$ cat src/rtl/fetch_pkg.sv
// Shared fetch front-end types: defaults, FSM state encoding, buffer entry.
// ERR exists only when FETCH_ALIGN_CHECK_EN is defined.
package fetch_pkg;

  localparam logic [31:0] RESET_PC_DEFAULT    = 32'h0000_0000;
  localparam int          FETCH_DEPTH_DEFAULT = 2;

  typedef enum logic [1:0] {
    BOOT = 2'd0,
    RUN  = 2'd1,
    HALT = 2'd2
`ifdef FETCH_ALIGN_CHECK_EN
    ,
    ERR  = 2'd3
`endif
  } fetch_state_t;

  typedef struct packed {
    logic [31:0] pc;
    logic [31:0] instr;
  } fetch_entry_t;

endpackage

$ cat src/rtl/fetch_fifo.sv
// Purpose: in-order fetch buffer with a registered head entry and synchronous flush.
// Latency: push to head visible 1 cycle; head holds its last value while empty.
// Backpressure: push ignored when full unless a pop happens in the same cycle.
module fetch_fifo
  import fetch_pkg::*;
#(
  parameter int DEPTH = FETCH_DEPTH_DEFAULT
) (
  input  logic         clk,
  input  logic         rst_n,
  input  logic         push,
  input  fetch_entry_t push_dat,
  input  logic         pop,
  input  logic         flush,
  output logic         full,
  output logic         empty,
  output fetch_entry_t head
);

  localparam int AW = $clog2(DEPTH);
  localparam logic [AW:0] FULL_CNT = (AW+1)'(DEPTH);

  fetch_entry_t  mem [DEPTH];
  logic [AW-1:0] rd_ptr;
  logic [AW-1:0] wr_ptr;
  logic [AW-1:0] rd_nxt;
  logic [AW:0]   count;
  logic [AW:0]   remain;
  logic          do_pop;
  logic          do_push;

  assign full    = (count == FULL_CNT);
  assign empty   = (count == '0);
  assign do_pop  = pop & ~empty;
  assign do_push = push & ~flush & (~full | do_pop);
  assign remain  = count - (AW+1)'(do_pop);
  assign rd_nxt  = rd_ptr + AW'(do_pop);

  always_ff @(posedge clk) begin
    if (do_push) mem[wr_ptr] <= push_dat;
  end

  always_ff @(posedge clk or negedge rst_n) begin
    if (!rst_n) begin
      rd_ptr <= '0;
      wr_ptr <= '0;
      count  <= '0;
      head   <= '0;
    end else if (flush) begin
      rd_ptr <= '0;
      wr_ptr <= '0;
      count  <= '0;
    end else begin
      rd_ptr <= rd_nxt;
      if (do_push) wr_ptr <= wr_ptr + AW'(1);
      count <= remain + (AW+1)'(do_push);
      // Older entries take the head before a same-cycle push; an empty buffer keeps the stale head.
      if (remain != '0) head <= mem[rd_nxt];
      else if (do_push) head <= push_dat;
    end
  end

endmodule

$ cat src/rtl/fetch_controller.sv
// Purpose: sequential instruction fetch with redirect/halt; FETCH_ALIGN_CHECK_EN traps misaligned redirects.
// Latency: fetch to inst_valid 1 cycle; first instruction 2 cycles after reset release.
// Backpressure: inst_valid/inst_ready handshake; fetch stalls and pc holds while the buffer is full.
module fetch_controller
  import fetch_pkg::*;
#(
  parameter logic [31:0] RESET_PC    = RESET_PC_DEFAULT,
  parameter int          FETCH_DEPTH = FETCH_DEPTH_DEFAULT
) (
  input  logic        clk,
  input  logic        rst_n,
  output logic [31:0] imem_addr,
  input  logic [31:0] imem_rdata,
  input  logic        redirect_valid,
  input  logic [31:0] redirect_pc,
  input  logic        halt,
  output logic        inst_valid,
  input  logic        inst_ready,
  output logic [31:0] inst_data,
  output logic [31:0] inst_pc,
  output logic        misalign
);

  fetch_state_t state;
  logic [31:0]  pc;
  logic         full;
  logic         empty;
  logic         pop;
  logic         push;
  logic         flush;
  logic         live;
  fetch_entry_t head;

  assign imem_addr  = pc;
  assign inst_valid = ~empty;
  assign inst_data  = head.instr;
  assign inst_pc    = head.pc;
  assign pop        = inst_valid & inst_ready;

`ifdef FETCH_ALIGN_CHECK_EN
  logic bad_redirect;
  assign live         = (state != ERR);
  assign bad_redirect = redirect_valid & live & (redirect_pc[1:0] != 2'b00);
`else
  assign live     = 1'b1;
  assign misalign = 1'b0;
`endif

  assign flush = redirect_valid & live;
  assign push  = (state == RUN) & ~halt & ~redirect_valid & (~full | pop);

  fetch_fifo #(.DEPTH(FETCH_DEPTH)) u_fifo (
    .clk      (clk),
    .rst_n    (rst_n),
    .push     (push),
    .push_dat ({pc, imem_rdata}),
    .pop      (pop),
    .flush    (flush),
    .full     (full),
    .empty    (empty),
    .head     (head)
  );

  always_ff @(posedge clk or negedge rst_n) begin
    if (!rst_n) begin
      state <= BOOT;
      pc    <= RESET_PC;
`ifdef FETCH_ALIGN_CHECK_EN
      misalign <= 1'b0;
`endif
    end else begin
`ifdef FETCH_ALIGN_CHECK_EN
      if (bad_redirect) begin
        state    <= ERR;
        misalign <= 1'b1;
      end else
`endif
      if (flush) begin
        // Redirect wins over the normal transitions; halt still decides where we land.
        pc    <= redirect_pc & 32'hFFFF_FFFC;
        state <= halt ? HALT : RUN;
      end else begin
        if (push) pc <= pc + 32'd4;
        case (state)
          BOOT:    state <= RUN;
          RUN:     if (halt) state <= HALT;
          HALT:    if (!halt) state <= RUN;
          default: state <= state;
        endcase
      end
    end
  end

endmodule
$ cat config.mk
export PLATFORM = sky130hd
export DESIGN_NAME = fetch_controller
export DESIGN_NICKNAME = d
export VERILOG_FILES = /design/src/rtl/fetch_pkg.sv /design/src/rtl/fetch_fifo.sv /design/src/rtl/fetch_controller.sv
export SDC_FILE = /design/constraint.sdc
export NUM_CORES = 1
export LEC_CHECK = 0
export CAP_MARGIN = 10
export CORE_MARGIN = 2
export CORE_UTILIZATION = 36
export DETAILED_ROUTE_END_ITERATION = 8
export SYNTH_ARGS = -nofsm -noshare
export SYNTH_HDL_FRONTEND = slang
export SYNTH_HIERARCHICAL = 1
export SYNTH_SLANG_ARGS = --single-unit
export TNS_END_PERCENT = 1
$ cat constraint.sdc
create_clock -name clk -period 8.2 [get_ports clk]
set_input_delay 1.64 -clock clk [delete_from_list [all_inputs] [get_ports clk]]
set_output_delay 1.64 -clock clk [all_outputs]
set_load 0.02 [all_outputs]
Yosys cells after proc, flatten, opt, wreduce, memory -nomap -nowiden
Memory sizes are Yosys's and may differ from the RTL's.
Index checks and enable logic that the tools add are counted.
{ "op_classes": {"eq_ne": 5, "n_reduce_logical": 9, "bitwise": 13, "add_sub_neg": 5, "muxes": 15} }
{ "op_table": {"columns": ["cell", "n"], "rows": [
  ["$mux W64", 2],
  ["$mux W32", 2],
  ["$add A32 B3 Y32 const B", 1],
  ["$mux W2", 5],
  ["$reduce_bool A2 Y1", 4],
  ["$and A1 B1 Y1", 7],
  ["$ne A3 B3 Y1 const B", 2],
  ["$pmux W2 S3", 1],
  ["$mux W1", 5],
  ["$eq A2 B2 Y1 const B", 2],
  ["$logic_not A2 Y1", 2],
  ["$not A1 Y1", 4],
  ["$reduce_bool A4 Y1", 1],
  ["$reduce_and A3 Y1", 1],
  ["$add A2 B1 Y2", 1],
  ["$eq A2 B1 Y1 const B", 1],
  ["$or A1 B1 Y1", 2],
  ["$reduce_and A2 Y1", 1],
  ["$sub A2 B1 Y2", 1],
  ["$add A1 B1 Y1", 1],
  ["$add A1 B1 Y1 const B", 1]
]} }
{ "totals": {"inputBits": 69, "wordCells": 55, "n_memories": 1, "ramBits": 128, "register_bits": 102, "out_inout_bits": 98} }
{ "mem_list": {"columns": ["memory", "depth", "word_bits", "read_ports", "rd_clocked_by_memory_dff", "wr", "line", "rtl"], "rows": [
  ["u_fifo.mem", 2, 64, 1, 0, 1, "fetch_fifo.sv:23", "fetch_entry_t mem [DEPTH];"]
]} }

Longest topological paths before layout
Gate-level depths: netlist of run 1.
{ "logic_depth": {"word_depth": 9, "mapped_depth": 11, "depth_no_buf": 9} }

Hierarchy
The synthesis of run 1 kept the hierarchy.
{ "modules_own_cells": {"columns": ["mod", "cells_each", "n_inst", "area_each_um2", "seq_area_each_um2"], "rows": [
  ["fetch_fifo", 518, 1, 7674.9, 5545.3],
  ["fetch_controller", 240, 1, 1999.4, 800.8]
]} }

Worst setup path before layout of run 1
OpenSTA, ideal clock, no wires.
{ "synth_path": {"path_type": "input-to-reg", "from": "in redirect_valid", "to": "mem u_fifo/mem[0][0] (netlist bit) (enable)", "path_stages": 7, "arrival_time_ps": 7111, "path_buffers": 2, "required_ps": 7635, "setup_time_ps": 565, "slack_ps": 524, "cell_sequence": "nand2b_1 a2111o_1 buf_2 clkinv_1 buf_2 nand2_1 nor3_1"} }
{ "synth_via": {"elab_chain_len": 7} }
{ "synth_lines": {"columns": ["element", "line", "rtl"], "rows": [
  ["start: declaration", "fetch_controller.sv:14", "input logic redirect_valid,"],
  ["$not A1 Y1 (no line)", null, null],
  ["$and A1 B1 Y1 (2 in a row)", "fetch_controller.sv:50", "assign push = (state == RUN) & ~halt & ~redirect_valid & (~full | pop);"],
  ["named net push", "fetch_controller.sv:29", "logic push;"],
  ["$and A1 B1 Y1 (2 in a row)", "fetch_fifo.sv:35", "assign do_push = push & ~flush & (~full | do_pop);"],
  ["$mux W1", "fetch_fifo.sv:40", "if (do_push) mem[wr_ptr] <= push_dat;"],
  ["$mux W1 (not written as such)", "fetch_fifo.sv:40", null],
  ["end: declaration", "fetch_fifo.sv:23", null]
]} }
The timed path passes the listed nets, and every way through them passes these cells.

Final worst setup path of run 1
{ "layout_path": {"from": "in redirect_valid", "to": "mem u_fifo/mem[1][19] (netlist bit) (enable)"} }
{ "layout_via": {"elab_chain_len": 7} }
{ "layout_lines": {"columns": ["element", "line"], "rows": [
  ["$not A1 Y1 (no line) *", null],
  ["$and A1 B1 Y1 (2 in a row)", "fetch_controller.sv:50"],
  ["$and A1 B1 Y1 * (2 in a row)", "fetch_fifo.sv:35"],
  ["$mux W1 *", "fetch_fifo.sv:40"],
  ["$mux W1 (not written as such) *", "fetch_fifo.sv:40"]
]} }
Mark *: on every way between the ends. The rest lies on a longest branch, timed or not.

==> results.toml, run 1 <==
[synthesis]
seq_area_frac_synth = 0.656
synth-seq-cells = 228
yosys_warnings = 6
synthFlopType = "edfxtp_1"
ys_types = 55
avgSynthCellArea_sq_um = 12.8
synth_edf_count = 128
syn_area_sq_um = 9670
synth_cells = 758
async_flop_share = 0.439

[setup_path]
crit_end = "u_fifo/mem[1][19]"
critPathKind = "in -> reg"
r2r-end = "u_fifo/mem[1][19]"
critPathMaxStageDelay_ns = 0.88
slowest_stage = "and2_4"
end_kind = "flip-flop"
rr_startpoint = "u_fifo/count[1]"
rrSetupSlack_ns = 4.88
start_kind = "input pin"
cp_cell_sequence = "buf_4, nand2b_1, a2111o_1, buf_4, clkinv_1, buf_4, nand2_1, nor2_1, and2_4"
path_buf_inv = 4
worst-endpoint-arrival_ns = 4.48
cp_max_fo = 77
cp-startpoint = "redirect_valid"
cp.required_ns = 8.32
path_depth = 9
cp_top_family = "simple AND/OR/NAND/NOR gates"
rr_worst_depth = 9
crit_top_cell = "buf_4"

[sta]
period_share = 0.532
fmax_mhz = 229
finalSetupViolations = 0
setup_slack_ns = 3.84
slew_viol_final = 0
worst_clock_skew_ns = 0.0200
tightest_slew_ns = 1.05
min_period_ns = 4.36
hold-worst-slack_ns = 0.503
fin_tns_setup_ns = 0
rsz0062_at_grt = "false"
relSlewSlack = 0.298
finalHoldViolCount = 0

[cells_and_area]
layout.nets = 981
multi_input_area_sq_um = 3070
synthToLayoutAreaGrowth_pct = 28.0
fin_cells = 1269
drive_above_1_share = 0.0690
regArea_sq_um = 6350
fill_cells = 2423

[routing]
wl_per_cell_microns = 19.8
wirelength_microns = 25200
drc_errors = 0
firstDrtPassIters = 5
ant_nets = 0
num_vias = 6870
viasPerCell = 5.41
first_iter_violations = 390

[worst_hold_path]
whs_path_depth = 2
worstHoldPathType = "reg -> reg"
min_from = "u_fifo/head[19]"

[clocking]
cts_tree = "yes"
post_cts_buffers = 0
numCtsBuffers = 25
cts-root-buf = "clkbuf_16"
clk_pin_slew_ns = 0.05
clockBufferDepth = 3
cts_resized = 0
clock_sinks = 228
cts_hold_buf = 0
clock_latency_ns = 0.52
cts.htree.levels = 1

[pwr]
total_power_uw = 3360
intPower_uw = 2400
power.density_nw_per_um2 = 271
swShare = 0.284
p_sw_uw = 953
seqPwrFrac = 0.444
clkPwrFrac = 0.325
combinationalPowerShare = 0.231
peakVddDrop_v = 0.000160
p_leak_uw = 0.00480

[floorplanning]
die_h_microns = 168
die-area_sq_um = 28200
die_x_microns = 168
ioPinCount = 167
start_util = 0.363
core_sq_um = 26700
rows = 60

[global_route]
grt.total_usage = 0.176
grt_pass1_vias = 6793
grt_pass1_wl_microns = 39200
grt_max_degree = 92
grt-ovfl-total = 0
grt_antenna_before_repair = 1

[placement]
io_buffers = 161
gp_congestion = 0.803
dp_hpwl_microns = 14800
preCtsSetupSlack_ns = 3.31
dp_cells = 1223

[job]
drv_cap = 0

[run_status]
status = "finished, final reports clean"
## power groups by stage
stage          Clock [uW]  Combinational [uW]  Sequential [uW]
6_report             1090                 775             1490
5_1_grt              1160                 828             1510
4_1_cts              1120                 780             1490
3_5_place_dp            0                 775             1520
3_3_place_gp            0                 768             1510
2_1_floorplan           0                 201             1660
## state kept, by name, indices dropped and copies added (netlist names)
register,cells
u_fifo/mem,128
u_fifo/rd_ptr,1
u_fifo/head,64
u_fifo/wr_ptr,1
imem_addr,30
state,2
u_fifo/count,2
## synthesized netlist by cell type (4+ instances only)
cell        n  share of area
inv_1      10         0.0039
o311ai_0    7         0.0063
nor2_1     24         0.0093
nor4_1      4         0.0026
dfrtp_1   100           0.26
nand2b_1    4         0.0026
clkbuf_1   26          0.010
clkbuf_2    5         0.0026
o221ai_1   64          0.058
a21oi_1    12         0.0062
o211ai_1   12         0.0093
a22oi_1     5         0.0039
and3_1      6         0.0039
xnor2_1     4         0.0036
o21ai_0    54          0.028
nand2_1    98          0.038
mux2i_1    65          0.067
edfxtp_1  128           0.40
nand4_1    10         0.0065
buf_4       4         0.0031
nor3_1      4         0.0021
or4_1       4         0.0031
nand3_1    22          0.011
buf_2      22          0.011
o21ai_1    25          0.013
## how the worst min path moves through the flow
| stage | end | slack, ns |
|---|---|---|
| finish | u_fifo/head[19] | 0.50 |
| global route | u_fifo/head[35] | 0.54 |
| CTS | u_fifo/head[19] | 0.51 |
| detailed placement | u_fifo/head[19] | 0.49 |
| global placement | u_fifo/head[18] | 0.48 |
| floorplan | u_fifo/wr_ptr | 0.52 |
## layer usage
layer | wire (microns) | GRT usage | vias to the layer above
li1 | - | - | 3207
met1 | 11700 | 0.251 | 3416
met2 | 11700 | 0.280 | 208
met3 | 1330 | 0.0306 | 39
met4 | 435 | 0.0420 | 0
met5 | 0 | 0 | -
## tightest hold or removal path, stage by stage, from the launching register on
cell      delay (ns)
dfrtp_1         0.34
o21ai_1         0.06
o221ai_1        0.06
## logic make-up after synthesis
kind of cell    Yosys count  synth area share
other cells               1          0.000388
buf+inv                  69            0.0318
compound gates          197             0.141
fa+ha+maj                 3           0.00388
flops                   228             0.656
xor+xnor                  7           0.00634
simple gates            188            0.0930
mux                      65            0.0673
## final cells by class
class / count / share of cell area
antenna: 1 / 0.000202
clock buffer: 39 / 0.0572
clock inverter: 6 / 0.00667
inverter: 11 / 0.00334
multi-input combinational: 469 / 0.248
sequential: 228 / 0.513
tap: 341 / 0.0345
timing repair buffer: 174 / 0.138
## per-stage QoR
stage	util	cell area (sq um)
floorplan	-	9700
global placement	0.435	11600
detailed placement	0.435	11600
CTS	0.464	12400
global route	0.464	12400
finish	0.465	12400
## cells in the final DEF, fill, tap and decap left out, types with 4 or more instances in the layout
| cell | netlist | routed |
|---|---|---|
| o311ai_0 | 7 | 7 |
| buf_4 | 4 | 15 |
| nand2b_1 | 4 | 4 |
| nand3_1 | 22 | 22 |
| edfxtp_1 | 128 | 128 |
| o21ai_0 | 54 | 54 |
| o211ai_1 | 12 | 12 |
| or4_1 | 4 | 4 |
| dfrtp_1 | 100 | 100 |
| clkbuf_1 | 26 | 11 |
| a21oi_1 | 12 | 12 |
| a22oi_1 | 5 | 5 |
| nand2_1 | 98 | 98 |
| clkbuf_16 | 0 | 25 |
| nor2_1 | 24 | 24 |
| clkdlybuf4s50_1 | 0 | 159 |
| o21ai_1 | 25 | 25 |
| mux2i_1 | 65 | 65 |
| nand4_1 | 10 | 10 |
| o221ai_1 | 64 | 64 |
| and3_1 | 6 | 6 |
| inv_1 | 10 | 10 |
| nor4_1 | 4 | 4 |
| conb_1 | 1 | 9 |
(Power assumes the default switching activity.)
==> run 2, diff against run 1 <==
==> constraint.sdc (replaced) <==
create_clock -name clk -period 3.55 [get_ports clk]
set_input_delay 0.71 -clock clk [delete_from_list [all_inputs] [get_ports clk]]
set_output_delay 0.71 -clock clk [all_outputs]
set_load 0.02 [all_outputs]
==> run 2 against run 1 <==
Wire length down 1.9%. Sequential share of layout area shrank 0.65 points. Sequential cell count unchanged. First-iteration DRC count up 7.4%. Cell area increased by 1.3%. Sequential power rose by 130%. Clock power rose by 130%. Combinational power up 130%. Cell count is 0.16% higher. Critical endpoint is now u_fifo/head[49]. Largest cell class unchanged. Highest routed layer is now met5.
==> results.toml, run 2 (same netlist as run 1, synthesis figures left out) <==
[clocking]
cts-root-buf = "clkbuf_16"
numCtsBuffers = 24
cts.htree.levels = 1
clock_latency_ns = 0.51
cts_tree = "yes"
cts_hold_buf = 0
post_cts_buffers = 0
cts_resized = 0
clock_sinks = 228
clk_pin_slew_ns = 0.06
clockBufferDepth = 3

[sta]
period_share = 0.846
tightest_slew_ns = 1.19
finalSetupViolations = 0
worst_clock_skew_ns = 0.0105
hold-worst-slack_ns = 0.314
fmax_mhz = 333
finalHoldViolCount = 0
fin_tns_setup_ns = 0
rsz0062_at_grt = "false"
relSlewSlack = 0.202
min_period_ns = 3.00
slew_viol_final = 0
setup_slack_ns = 0.545

[pwr]
power.density_nw_per_um2 = 621
peakVddDrop_v = 0.000276
p_leak_uw = 0.00487

[routing]
wl_per_cell_microns = 19.4
first_iter_violations = 419
ant_nets = 0
num_vias = 6924
viasPerCell = 5.45
firstDrtPassIters = 5
drc_errors = 0
wirelength_microns = 24700

[cells_and_area]
layout.nets = 984
regMostFlops = "u_fifo/mem"
largest_register_ffs = 128
drive_above_1_share = 0.0742
synthToLayoutAreaGrowth_pct = 29.6
final_common_cell = "clkdlybuf4s50_1"
post-route-util = 0.470
fin_cells = 1271
fill_cells = 2357
layout_common_cells = "159 x clkdlybuf4s50_1, 128 x edfxtp_1, 100 x dfrtp_1, 98 x nand2_1, 65 x mux2i_1"
diodes = 0

[global_route]
grt.total_usage = 0.174
grt_antenna_before_repair = 1
grt_pass1_wl_microns = 39000
grt-ovfl-total = 0
grt_pass1_vias = 6854
grt_max_degree = 167

[floorplanning]
core_sq_um = 26700
die_h_microns = 168
rows = 60
die_x_microns = 168
start_util = 0.363
die-area_sq_um = 28200
ioPinCount = 167

[setup_path]
rrSetupSlack_ns = 0.57
critPathKind = "in -> reg"
rr_startpoint = "u_fifo/count[1]"
cp_max_fo = 42
cp-startpoint = "inst_ready"
start_kind = "input pin"
worst-endpoint-arrival_ns = 3.42
cp.required_ns = 3.97
end_kind = "flip-flop"

[placement]
dp_cells = 1227
preCtsSetupSlack_ns = -0.0114
io_buffers = 161
dp_hpwl_microns = 14800
gp_congestion = 0.779

[run_status]
status = "finished, final reports clean"

[job]
drv_cap = 0

[worst_hold_path]
worstHoldPathType = "in -> async"
## run 2: changes by cell type in the layout (fill, tap and decap cells not counted), sizes merged
cell / previous run / this run
diode: 1 / 0
clkbuf: 39 / 38
buf: 15 / 19
clkinv: 4 / 5
clkinvlp: 1 / 0
## run 2: power by group
part	switching (uW)	leakage (uW)	internal [uW]
clock	992	0.000395	1540
sequential	295	0.00240	3170
combinational	910	0.00208	877
## run 2: per-layer routing
metal	vias up	wire length [microns]	track usage
met5	-	14	0
met4	2	344	0.0363
met3	31	1410	0.0284
met2	227	11700	0.291
met1	3456	11200	0.242
li1	3208	-	-
## run 2: worst max-delay path, stage by stage
cell and delay (ns):
clkdlybuf4s50_1 0.44, nand2b_1 0.11, inv_1 0.06, o21a_1 0.12, ha_1 0.21, xor2_1 0.19, a211oi_4 0.99, buf_12 0.31
o21ai_0 0.12, o221ai_1 0.11
## run 2: per-stage QoR
stage	area (sq um)	total power (uW)
2_1_floorplan	9720	4310
3_3_place_gp	11700	5290
3_5_place_dp	11700	5320
4_1_cts	12500	7880
5_1_grt	12500	8150
6_report	12500	7780
## run 2: area by class of cell
type	instances	area [sq um]	area share
timing repair buffer	178	1850	0.147
clock inverter	6	78.8	0.00629
clock buffer	38	724	0.0578
multi-input combinational	469	3070	0.245
sequential	228	6350	0.506
inverter	11	41.3	0.00329
tap	341	427	0.0340
## run 2: path summary, 6_finish.rpt
path	endpoint	cells past startpoint
hold / removal	imem_addr[3]	1
hold reg to reg	u_fifo/head[31]	2
min in group clk	u_fifo/head[31]	2
setup / recovery	u_fifo/head[49]	10
setup reg to reg	u_fifo/head[49]	10
max in group asynchronous	imem_addr[21]	2
